==> src/rtl/timer_mux.sv <==
// One-second display-select sequencer: clock divider plus rotating one-hot select.
// Optional `hold` input enabled by defining TIMER_MUX_HOLD_EN.
module timer_mux #(
    parameter int unsigned HALF_COUNT = 25_000_000,
    parameter int unsigned CNT_W      = 25
) (
    input  logic       clk,
    input  logic       rst,
`ifdef TIMER_MUX_HOLD_EN
    input  logic       hold,
`endif
    output logic       clk_out,
    output logic       tick,
    output logic [3:0] saida,
    output logic [1:0] sel
);

    localparam logic [CNT_W-1:0] LAST = CNT_W'(HALF_COUNT - 1);

    logic [CNT_W-1:0] cnt_q, cnt_d;
    logic             clk_out_q, clk_out_d;
    logic             tick_q, tick_d;
    logic [3:0]       saida_q, saida_d;
    logic [1:0]       sel_q, sel_d;
    logic             wrap, step_en;

`ifdef TIMER_MUX_HOLD_EN
    assign step_en = ~hold;
`else
    assign step_en = 1'b1;
`endif

    always_comb begin
        wrap      = (cnt_q == LAST);
        cnt_d     = wrap ? '0 : cnt_q + CNT_W'(1);
        clk_out_d = wrap ? ~clk_out_q : clk_out_q;
        // Advance only on the rising toggle of the divided clock.
        tick_d    = wrap & ~clk_out_q & step_en;
        saida_d   = tick_d ? {saida_q[2:0], saida_q[3]} : saida_q;
        sel_d     = tick_d ? sel_q + 2'd1 : sel_q;
    end

    always_ff @(posedge clk or posedge rst) begin
        if (rst) begin
            cnt_q     <= '0;
            clk_out_q <= 1'b0;
            tick_q    <= 1'b0;
            saida_q   <= 4'b0001;
            sel_q     <= 2'd0;
        end else begin
            cnt_q     <= cnt_d;
            clk_out_q <= clk_out_d;
            tick_q    <= tick_d;
            saida_q   <= saida_d;
            sel_q     <= sel_d;
        end
    end

    assign clk_out = clk_out_q;
    assign tick    = tick_q;
    assign saida   = saida_q;
    assign sel     = sel_q;

endmodule

==> config.mk <==
export PLATFORM = sky130hd
export DESIGN_NAME = timer_mux
export DESIGN_NICKNAME = d
export VERILOG_FILES = /design/src/rtl/timer_mux.sv
export SDC_FILE = /design/constraint.sdc
export NUM_CORES = 1
export LEC_CHECK = 0
export CAP_MARGIN = 25
export CORE_MARGIN = 2
export CORE_UTILIZATION = 54
export CTS_BUF_LIST = sky130_fd_sc_hd__clkbuf_4 sky130_fd_sc_hd__clkbuf_8
export DETAILED_ROUTE_END_ITERATION = 8
export PLACE_DENSITY_LB_ADDON = 0.15
export RECOVER_POWER = 100
export SETUP_SLACK_MARGIN = 0.3
export SLEW_MARGIN = 10
export SYNTH_ARGS = -nofsm -noshare
export SYNTH_HDL_FRONTEND = slang
export SYNTH_SLANG_ARGS = --single-unit
==> constraint.sdc <==
create_clock -name clk -period 2.2 [get_ports clk]
set_clock_uncertainty 0.2 [all_clocks]
set_input_delay 0.44 -clock clk [delete_from_list [all_inputs] [get_ports clk]]
set_output_delay 0.44 -clock clk [all_outputs]
set_load 0.01 [all_outputs]
==> results of run 1 <==
[cells in the mapped netlist, types with 2 or more instances]
cell      instances  area share [%]
clkbuf_1          2            0.48
or4_1             3             1.4
a21oi_1           6             1.9
nand2_1           8             1.9
o21ai_0           5             1.6
and3_1            2            0.80
and4_1            3             1.7
nor3_1            3            0.96
mux2_1            4             2.9
xor2_1            9             5.0
dfrtp_1          32              51
nand4_1           7             2.8
nand4b_1          2             1.1
nor4b_1           3             1.7
xnor2_1           9             5.0
o31ai_1           2            0.96
nor2_1           12             2.9
or3_1             4             1.6
nor4_1            3             1.2
inv_1             5             1.2
nand3_1          11             3.5
[sequential cells by signal (all words and copies together) (netlist names)]
signal   flops
clk_out      1
cnt_q       25
saida        4
sel          2
tick         1
[cell families (layout without fill, tap and decap cells)]
logic type	after synthesis	count (layout)	share of synthesized area [%]
buffers and inverters	7	46	1.67
AND/OR/NAND/NOR	69	69	26.5
flip-flops	33	33	52.6
multiplexers	4	4	2.87
adder cells (fa/ha/maj)	1	1	0.796
AO/OA/AOI/OAI	15	15	5.49
XOR/XNOR	18	18	10.0
[final cells by class]
type / instances / area [µm²] / share of cell area [%]
sequential: 33 / 828 / 41.2
multi-input combinational: 107 / 759 / 37.8
timing repair buffer: 33 / 274 / 13.6
clock buffer: 7 / 58.8 / 2.93
tap: 31 / 38.8 / 1.93
clock inverter: 1 / 30.0 / 1.50
inverter: 5 / 18.8 / 0.935
[per-stage QoR]
step | instances | instance area (µm²) | power (µW)
final | 217 | 2010 | 1110
after floorplan | 147 | 1580 | 627
after detailed placement | 203 | 1830 | 633
after global routing | 217 | 2010 | 1140
after global placement | 203 | 1830 | 633
after CTS | 215 | 1960 | 1120
[repair_timing]
item,4_1_cts,5_1_grt
endpoints found under the hold margin,0,0
pin swaps,1,5
setup endpoints to repair,23,24
setup buffers,4,2
cloned,0,0
resized for setup,10,12
[worst max path at each step]
stage | startpoint | to | slack (ns) | depth (start not counted)
floorplan | cnt_q[8] | saida[1] | -0.15 | 4
global placement | cnt_q[8] | saida[1] | -0.08 | 4
detailed placement | cnt_q[8] | sel[1] | -0.10 | 5
CTS | cnt_q[8] | saida[3] | -0.12 | 4
global route | cnt_q[8] | saida[1] | -0.22 | 4
finish | cnt_q[8] | saida[2] | -0.15 | 4
[layer usage]
layer | share of wire, % | wire [µm] | vias to the layer above
li1 | - | - | 611
met5 | 0 | 0 | -
met1 | 43 | 1480 | 647
met3 | 3.9 | 133 | 2
met4 | 0.70 | 24 | 0
met2 | 52 | 1790 | 33
[power groups by stage]
stage | registers [µW] | clock network, µW | logic [µW]
floorplan | 618 | 0 | 8.93
global placement | 618 | 0 | 15.0
detailed placement | 618 | 0 | 15.4
CTS | 606 | 501 | 15.3
global route | 606 | 521 | 16.6
finish | 606 | 487 | 13.7
[worst reg2reg max path: stages (launching register included)]
cell and delay, ns:
dfrtp_1 0.38, or4_1 0.52, or4_4 0.53, nor3_4 0.28, mux2_4 0.33
==> flow_metrics.py, run 1 <==
metrics = {
    "status": {
        "status": "finished with violations",
        "violations": "setup timing",
    },
    "clock_tree": {
        "path_clk_slew_ns": 0.10,
        "cts_buffers": 5,
        "cts_hold_buf": 0,
        "cts_tree": "done",
        "cts_num_sinks": 33,
        "htree_levels": 2,
        "clock_path_buffers": 2,
        "cts-root-buf": "clkbuf_4",
        "clkLatencyLatePin_ns": 0.33,
    },
    "power": {
        "pwr-share-seq_pct": 54.8,
        "pwr-share-comb_pct": 1.2,
        "p_switching_uw": 215,
        "vdd_drop_max_mv": 0.528,
        "switching_share_pct": 19.4,
        "p_clk_share_pct": 44.0,
        "p_per_area_nw_per_um2": 551,
        "leakage_uw": 0.000941,
        "power.internal_uw": 892,
    },
    "sta": {
        "drv_slew": 0,
        "whs_ns": 0.288,
        "setup_ws_ns": -0.147,
        "tightest_slew_ns": 0.818,
        "setup_tns_ns": -1.54,
        "rsz0062_at_grt": "yes",
        "slew_headroom_pct": 45.4,
        "fin_crit_sh_pct": 107,
        "max_freq_mhz": 426,
        "final_hold_viol_count": 0,
        "fin_crit_ns": 2.35,
        "setup_viol": 14,
    },
    "global_routing": {
        "use_met2_pct": 40.1,
        "gr-total-overflow": 0,
        "grt_pass1_vias": 1315,
        "grt_pass1_wl_um": 5880,
        "grt.busiest_layer": "met2",
        "grt_util_met1_pct": 28.0,
        "grtUsageTotal_pct": 23.0,
        "antenna_found_initial": 0,
        "grtUsageMet3_pct": 4.91,
        "grt_max_degree": 34,
    },
    "logic_synthesis": {
        "async_flop_share_pct": 100,
        "ys_seq_elements": 33,
        "synth_cell_types": 33,
        "synth_nets": 150,
        "synth_ff_type": "dfrtp_1",
        "synth_cells": 147,
        "synth.cell_area_um2": 1570,
        "synth-edff-count": 0,
        "postSynthAreaPerCell_um2": 10.7,
        "yosysWarnings": 0,
        "synth.yosys.seq_area_share_pct": 52.6,
    },
    "worst_setup_path": {
        "r2r_cells": 4,
        "cpMaxStageDelayCell": "or4_4",
        "critPathKind": "reg -> reg",
        "slowest_delay_ns": 0.53,
        "critPathCaptureType": "flip-flop",
        "crit_family": "simple AND/OR/NAND/NOR gates",
        "path_buf_inv": 0,
        "start_kind": "flip-flop",
        "r2r_setup_slack_ns": -0.15,
        "critPathRequiredTime_ns": 2.23,
        "r2r-end": "saida[2]",
        "arrival_ns": 2.37,
        "r2r_start": "cnt_q[8]",
        "crit_chain": "or4_1 -> or4_4 -> nor3_4 -> mux2_4",
        "critPathMaxFanout": 5,
    },
    "finish": {
        "syn_to_final_growth_pct": 27.8,
        "mostFrequentLayoutCells": "31 x dfrtp_1, 16 x buf_4, 11 x nand3_1, 11 x nor2_1, 9 x xnor2_1",
        "antenna_cells": 0,
        "n_fill_cell": 204,
        "drive_gt1_share_pct": 24.2,
        "layout_commonest_cell": "dfrtp_1",
        "nets": 188,
        "final_util_pct": 72.8,
    },
    "floorplan": {
        "die_x_um": 57.9,
        "initial_core_util_pct": 57.0,
        "rows": 19,
        "die_y_um": 57.9,
        "core_area_um2": 2760,
        "die_area_um2": 3360,
        "ioPinCount": 10,
    },
    "hold_path": {
        "hp-start": "sel[1]",
        "holdPathStages": 1,
        "min_to": "sel[1]",
        "hp-class": "reg -> reg",
    },
    "routing": {
        "ant_nets": 0,
        "drt_first_pass_iters": 4,
        "num_vias": 1293,
        "initialDrtViolationCount": 62,
        "drc": 0,
        "wire_per_inst_um": 15.8,
        "wl_um": 3430,
        "avgViaCountPerCell": 5.96,
    },
    "run": {
        "cap_viol_max_count": 0,
    },
    "placement": {
        "gp_congestion": 0.784,
        "dpl.hpwl_um": 2370,
        "io_buffer_count": 9,
        "place_ws_ns": -0.101,
    },
}
No activity file was read; power rests on OpenSTA's default activity.
==> run 2, diff against run 1 <==
Settings changed: CORE_UTILIZATION 54 to 52, CTS_BUF_LIST sky130_fd_sc_hd__clkbuf_4 sky130_fd_sc_hd__clkbuf_8 to not set.
==> flow_metrics.py, run 2 (synthesis gave the netlist of run 1 again) <==
metrics = {
    "clock_tree": {
        "htree_levels": 2,
        "clkLatencyLatePin_ns": 0.33,
        "cts_tree": "done",
        "path_clk_slew_ns": 0.10,
        "cts_buffers": 5,
        "cts-root-buf": "clkbuf_4",
        "cts_num_sinks": 33,
        "clock_path_buffers": 2,
    },
    "worst_setup_path": {
        "slowest_delay_ns": 0.55,
        "arrival_ns": 2.42,
        "critPathMaxFanout": 5,
        "critPathKind": "reg -> reg",
        "crit_family": "simple AND/OR/NAND/NOR gates",
        "r2r_setup_slack_ns": -0.19,
        "start_kind": "flip-flop",
        "path_buf_inv": 0,
        "crit_chain": "or4_1 -> or4_4 -> nor3_4 -> mux2_4",
        "r2r_cells": 4,
        "critPathRequiredTime_ns": 2.22,
        "critPathCaptureType": "flip-flop",
        "cpMaxStageDelayCell": "or4_1",
        "cp.depth": 4,
    },
    "status": {
        "status": "finished with violations",
        "violations": "setup timing",
    },
    "finish": {
        "syn_to_final_growth_pct": 27.0,
        "drive_gt1_share_pct": 26.3,
        "layout_commonest_cell": "dfrtp_1",
        "largest_register_ffs": 25,
        "final_util_pct": 71.1,
        "antenna_cells": 0,
        "mostFrequentLayoutCells": "31 x dfrtp_1, 19 x buf_4, 11 x nand3_1, 11 x nor2_1",
        "regMostFlops": "cnt_q",
        "final_area_um2": 2000,
        "nets": 188,
    },
    "sta": {
        "setup_ws_ns": -0.194,
        "tightest_slew_ns": 0.811,
        "whs_ns": 0.347,
        "max_freq_mhz": 418,
        "setup_tns_ns": -1.46,
        "fin_crit_sh_pct": 109,
        "fin_crit_ns": 2.39,
        "rsz0062_at_grt": "yes",
        "slew_headroom_pct": 46.0,
        "setup_viol": 12,
        "drv_slew": 0,
        "final_hold_viol_count": 0,
    },
    "global_routing": {
        "grt_pass1_wl_um": 5600,
        "grtUsageTotal_pct": 21.6,
        "gr-total-overflow": 0,
        "grt_pass1_vias": 1274,
        "antenna_found_initial": 0,
        "grt_max_degree": 34,
    },
    "floorplan": {
        "core_area_um2": 2810,
        "die_y_um": 59.0,
        "die_area_um2": 3480,
        "ioPinCount": 10,
        "rows": 19,
        "initial_core_util_pct": 56.0,
        "die_x_um": 59.0,
    },
    "routing": {
        "ant_nets": 0,
        "avgViaCountPerCell": 6.03,
        "initialDrtViolationCount": 85,
        "wl_um": 3440,
        "wire_per_inst_um": 15.8,
        "drc": 0,
        "drt_first_pass_iters": 4,
        "num_vias": 1308,
    },
    "power": {
        "p_per_area_nw_per_um2": 505,
        "power_uw": 1010,
        "leakage_uw": 0.000904,
        "vdd_drop_max_mv": 0.375,
    },
    "placement": {
        "io_buffer_count": 9,
        "gp_congestion": 0.823,
        "dpl_cell_area_um2": 1810,
        "dpl.hpwl_um": 2330,
    },
    "hold_path": {
        "hp-class": "reg -> reg",
        "holdPathStages": 1,
    },
    "run": {
        "cap_viol_max_count": 0,
    },
}
-- run 2: metal layers --
layer,routed length (µm),global-route usage [%]
met4,59,7.79
met1,1480,25.8
met5,0,0
met3,167,6.11
met2,1720,37.1
-- run 2: final cells by class --
class | instances | area (µm²)
Inverter | 5 | 18.8
Tap cell | 31 | 38.8
Clock buffer | 7 | 65.1
Timing Repair Buffer | 33 | 258
Sequential cell | 33 | 828
Clock inverter | 1 | 5.00
Multi-Input combinational cell | 107 | 782
Fill cell | 206 | 810
-- run 2: worst paths after layout --
kind,startpoint,end
min reg2reg,saida[3],saida[0]
min,saida[3],saida[0]
max reg2reg,cnt_q[8],saida[3]
max,cnt_q[8],saida[3]
min in group asynchronous,rst,cnt_q[1]
max in group asynchronous,rst,clk_out
-- run 2: power by group --
group	switching [µW]	leakage [µW]	internal, µW	total (µW)
registers	0	0.000441	606	606
clock network	203	0.0000413	185	388
logic	11.7	0.000421	1.88	13.6
total	215	0.000904	793	1010
-- run 2: what timing repair did --
action,CTS,global route
endpoints found under the setup margin,20,28
pin swaps,3,6
resized for setup,5,20
hold buffers,0,0
buffers inserted,3,6
-- run 2: through the flow --
| step | setup WS (ns) | instances |
|---|---|---|
| global placement | -0.0922 | 200 |
| CTS | -0.161 | 211 |
| finish | -0.194 | 217 |
| global route | -0.255 | 217 |
| detailed placement | -0.161 | 200 |
| floorplan | -0.149 | 147 |
==> run 3, diff against run 2 <==
Settings changed: CORE_UTILIZATION 52 to 50.
==> flow_metrics.py, run 3 (synthesis gave the netlist of run 1 again) <==
metrics = {
    "placement": {
        "place_ws_ns": -0.126,
        "dpl.hpwl_um": 2300,
        "io_buffer_count": 9,
        "gp_congestion": 0.838,
    },
    "power": {
        "switching_share_pct": 20.1,
        "p_clk_share_pct": 41.5,
        "power.internal_uw": 846,
        "pwr-share-comb_pct": 1.3,
        "p_per_area_nw_per_um2": 535,
        "leakage_uw": 0.000916,
        "p_switching_uw": 213,
        "pwr-share-seq_pct": 57.2,
        "vdd_drop_max_mv": 0.323,
    },
    "global_routing": {
        "grtUsageTotal_pct": 20.8,
        "antenna_found_initial": 0,
        "grt_pass1_vias": 1214,
        "grt_pass1_wl_um": 5420,
        "grt_max_degree": 19,
        "gr-total-overflow": 0,
    },
    "routing": {
        "wl_um": 3120,
        "drt_first_pass_iters": 4,
        "ant_nets": 0,
        "num_vias": 1238,
        "drc": 0,
        "avgViaCountPerCell": 5.41,
        "wire_per_inst_um": 13.6,
        "initialDrtViolationCount": 65,
    },
    "clock_tree": {
        "cts_hold_buf": 0,
        "cts_tree": "done",
        "cts_buffers": 5,
        "clock_path_buffers": 2,
        "path_clk_slew_ns": 0.10,
        "clkLatencyLatePin_ns": 0.34,
        "cts_num_sinks": 33,
        "htree_levels": 2,
        "cts-root-buf": "clkbuf_4",
    },
    "finish": {
        "largest_register_ffs": 25,
        "regMostFlops": "cnt_q",
        "nets": 187,
        "drive_gt1_share_pct": 21.6,
        "syn_to_final_growth_pct": 26.0,
        "antenna_cells": 0,
        "mostFrequentLayoutCells": "30 x dfrtp_1, 17 x buf_4, 12 x nor2_1",
        "layout_commonest_cell": "dfrtp_1",
    },
    "floorplan": {
        "die_area_um2": 3610,
        "ioPinCount": 10,
        "die_y_um": 60.1,
        "die_x_um": 60.1,
        "core_area_um2": 3030,
        "rows": 20,
        "initial_core_util_pct": 51.9,
    },
    "worst_setup_path": {
        "crit_chain": "or4_1 -> or4_4 -> nor3_4 -> mux2_1",
        "critPathRequiredTime_ns": 2.23,
        "cpMaxStageDelayCell": "or4_1",
        "path_buf_inv": 0,
        "critPathMaxFanout": 5,
        "critPathKind": "reg -> reg",
        "arrival_ns": 2.36,
        "start_kind": "flip-flop",
        "crit_family": "simple AND/OR/NAND/NOR gates",
        "critPathCaptureType": "flip-flop",
        "slowest_delay_ns": 0.52,
    },
    "status": {
        "violations": "setup timing",
        "status": "finished with violations",
    },
    "sta": {
        "max_freq_mhz": 429,
        "final_hold_viol_count": 0,
        "tightest_slew_ns": 0.969,
        "setup_viol": 12,
        "slew_headroom_pct": 35.4,
        "whs_ns": 0.285,
        "fin_crit_sh_pct": 106,
        "drv_slew": 0,
        "setup_ws_ns": -0.133,
        "rsz0062_at_grt": "yes",
        "fin_crit_ns": 2.33,
    },
    "hold_path": {
        "hp-class": "reg -> reg",
    },
    "run": {
        "cap_viol_max_count": 0,
    },
}
-- run 3: cell types whose count changed in the layout (fill, tap and decap cells not counted), sizes merged --
cell | before | now
clkdlybuf4s25 | 5 | 1
clkdlybuf4s50 | 0 | 1
buf | 20 | 18
dlygate4sd3 | 2 | 1
bufinv | 0 | 1
dlygate4sd2 | 2 | 6
-- run 3: what timing repair did --
item                                    4_1_cts  5_1_grt
resized for setup                             9       13
setup buffers                                 1        5
pin swaps                                     0        4
endpoints found under the setup margin       22       26
-- run 3: cell type report --
class                           count  area [µm²]
Clock inverter                      2        35.0
Multi-Input combinational cell    107         759
Inverter                            5        18.8
Sequential cell                    33         830
Tap cell                           44        55.1
Fill cell                         239        1050
Clock buffer                        6        41.3
Timing Repair Buffer               32         241
-- run 3: final timing paths --
kind / startpoint / endpoint / slack, ns / cells past startpoint
min in group asynchronous: rst / cnt_q[12] / 0.56 / 3
worst max-delay path: cnt_q[8] / saida[1] / -0.13 / 4
worst min register to register: sel[1] / sel[1] / 0.29 / 1
max in group asynchronous: rst / clk_out / 0.52 / 3
worst min-delay path: sel[1] / sel[1] / 0.29 / 1
worst max register to register: cnt_q[8] / saida[1] / -0.13 / 4
-- run 3: power by group through the flow --
stage	Sequential (µW)	Combinational [µW]	Clock (µW)
6_report	606	13.8	439
5_1_grt	606	17.0	481
3_3_place_gp	618	16.4	0
4_1_cts	606	17.0	450
3_5_place_dp	618	16.9	0
2_1_floorplan	618	8.93	0
-- run 3: routing by layer --
layer | GRT usage, % | vias up | wire length, µm
li1 | - | 615 | -
met1 | 24.5 | 600 | 1400
met5 | 0 | - | 0
met4 | 7.62 | 0 | 81
met3 | 6.49 | 6 | 94
met2 | 35.2 | 17 | 1540
-- run 3: per-stage QoR --
stage,instance area (µm²),total power (µW),util (%),setup TNS [ns],cells
6_report,1980,1060,65.4,-0.686,229
4_1_cts,1930,1070,63.8,-0.671,224
5_1_grt,1980,1100,65.4,-1.76,229
3_5_place_dp,1840,635,60.8,-0.526,215
2_1_floorplan,1580,627,-,-0.556,147
3_3_place_gp,1840,634,60.8,-0.355,215
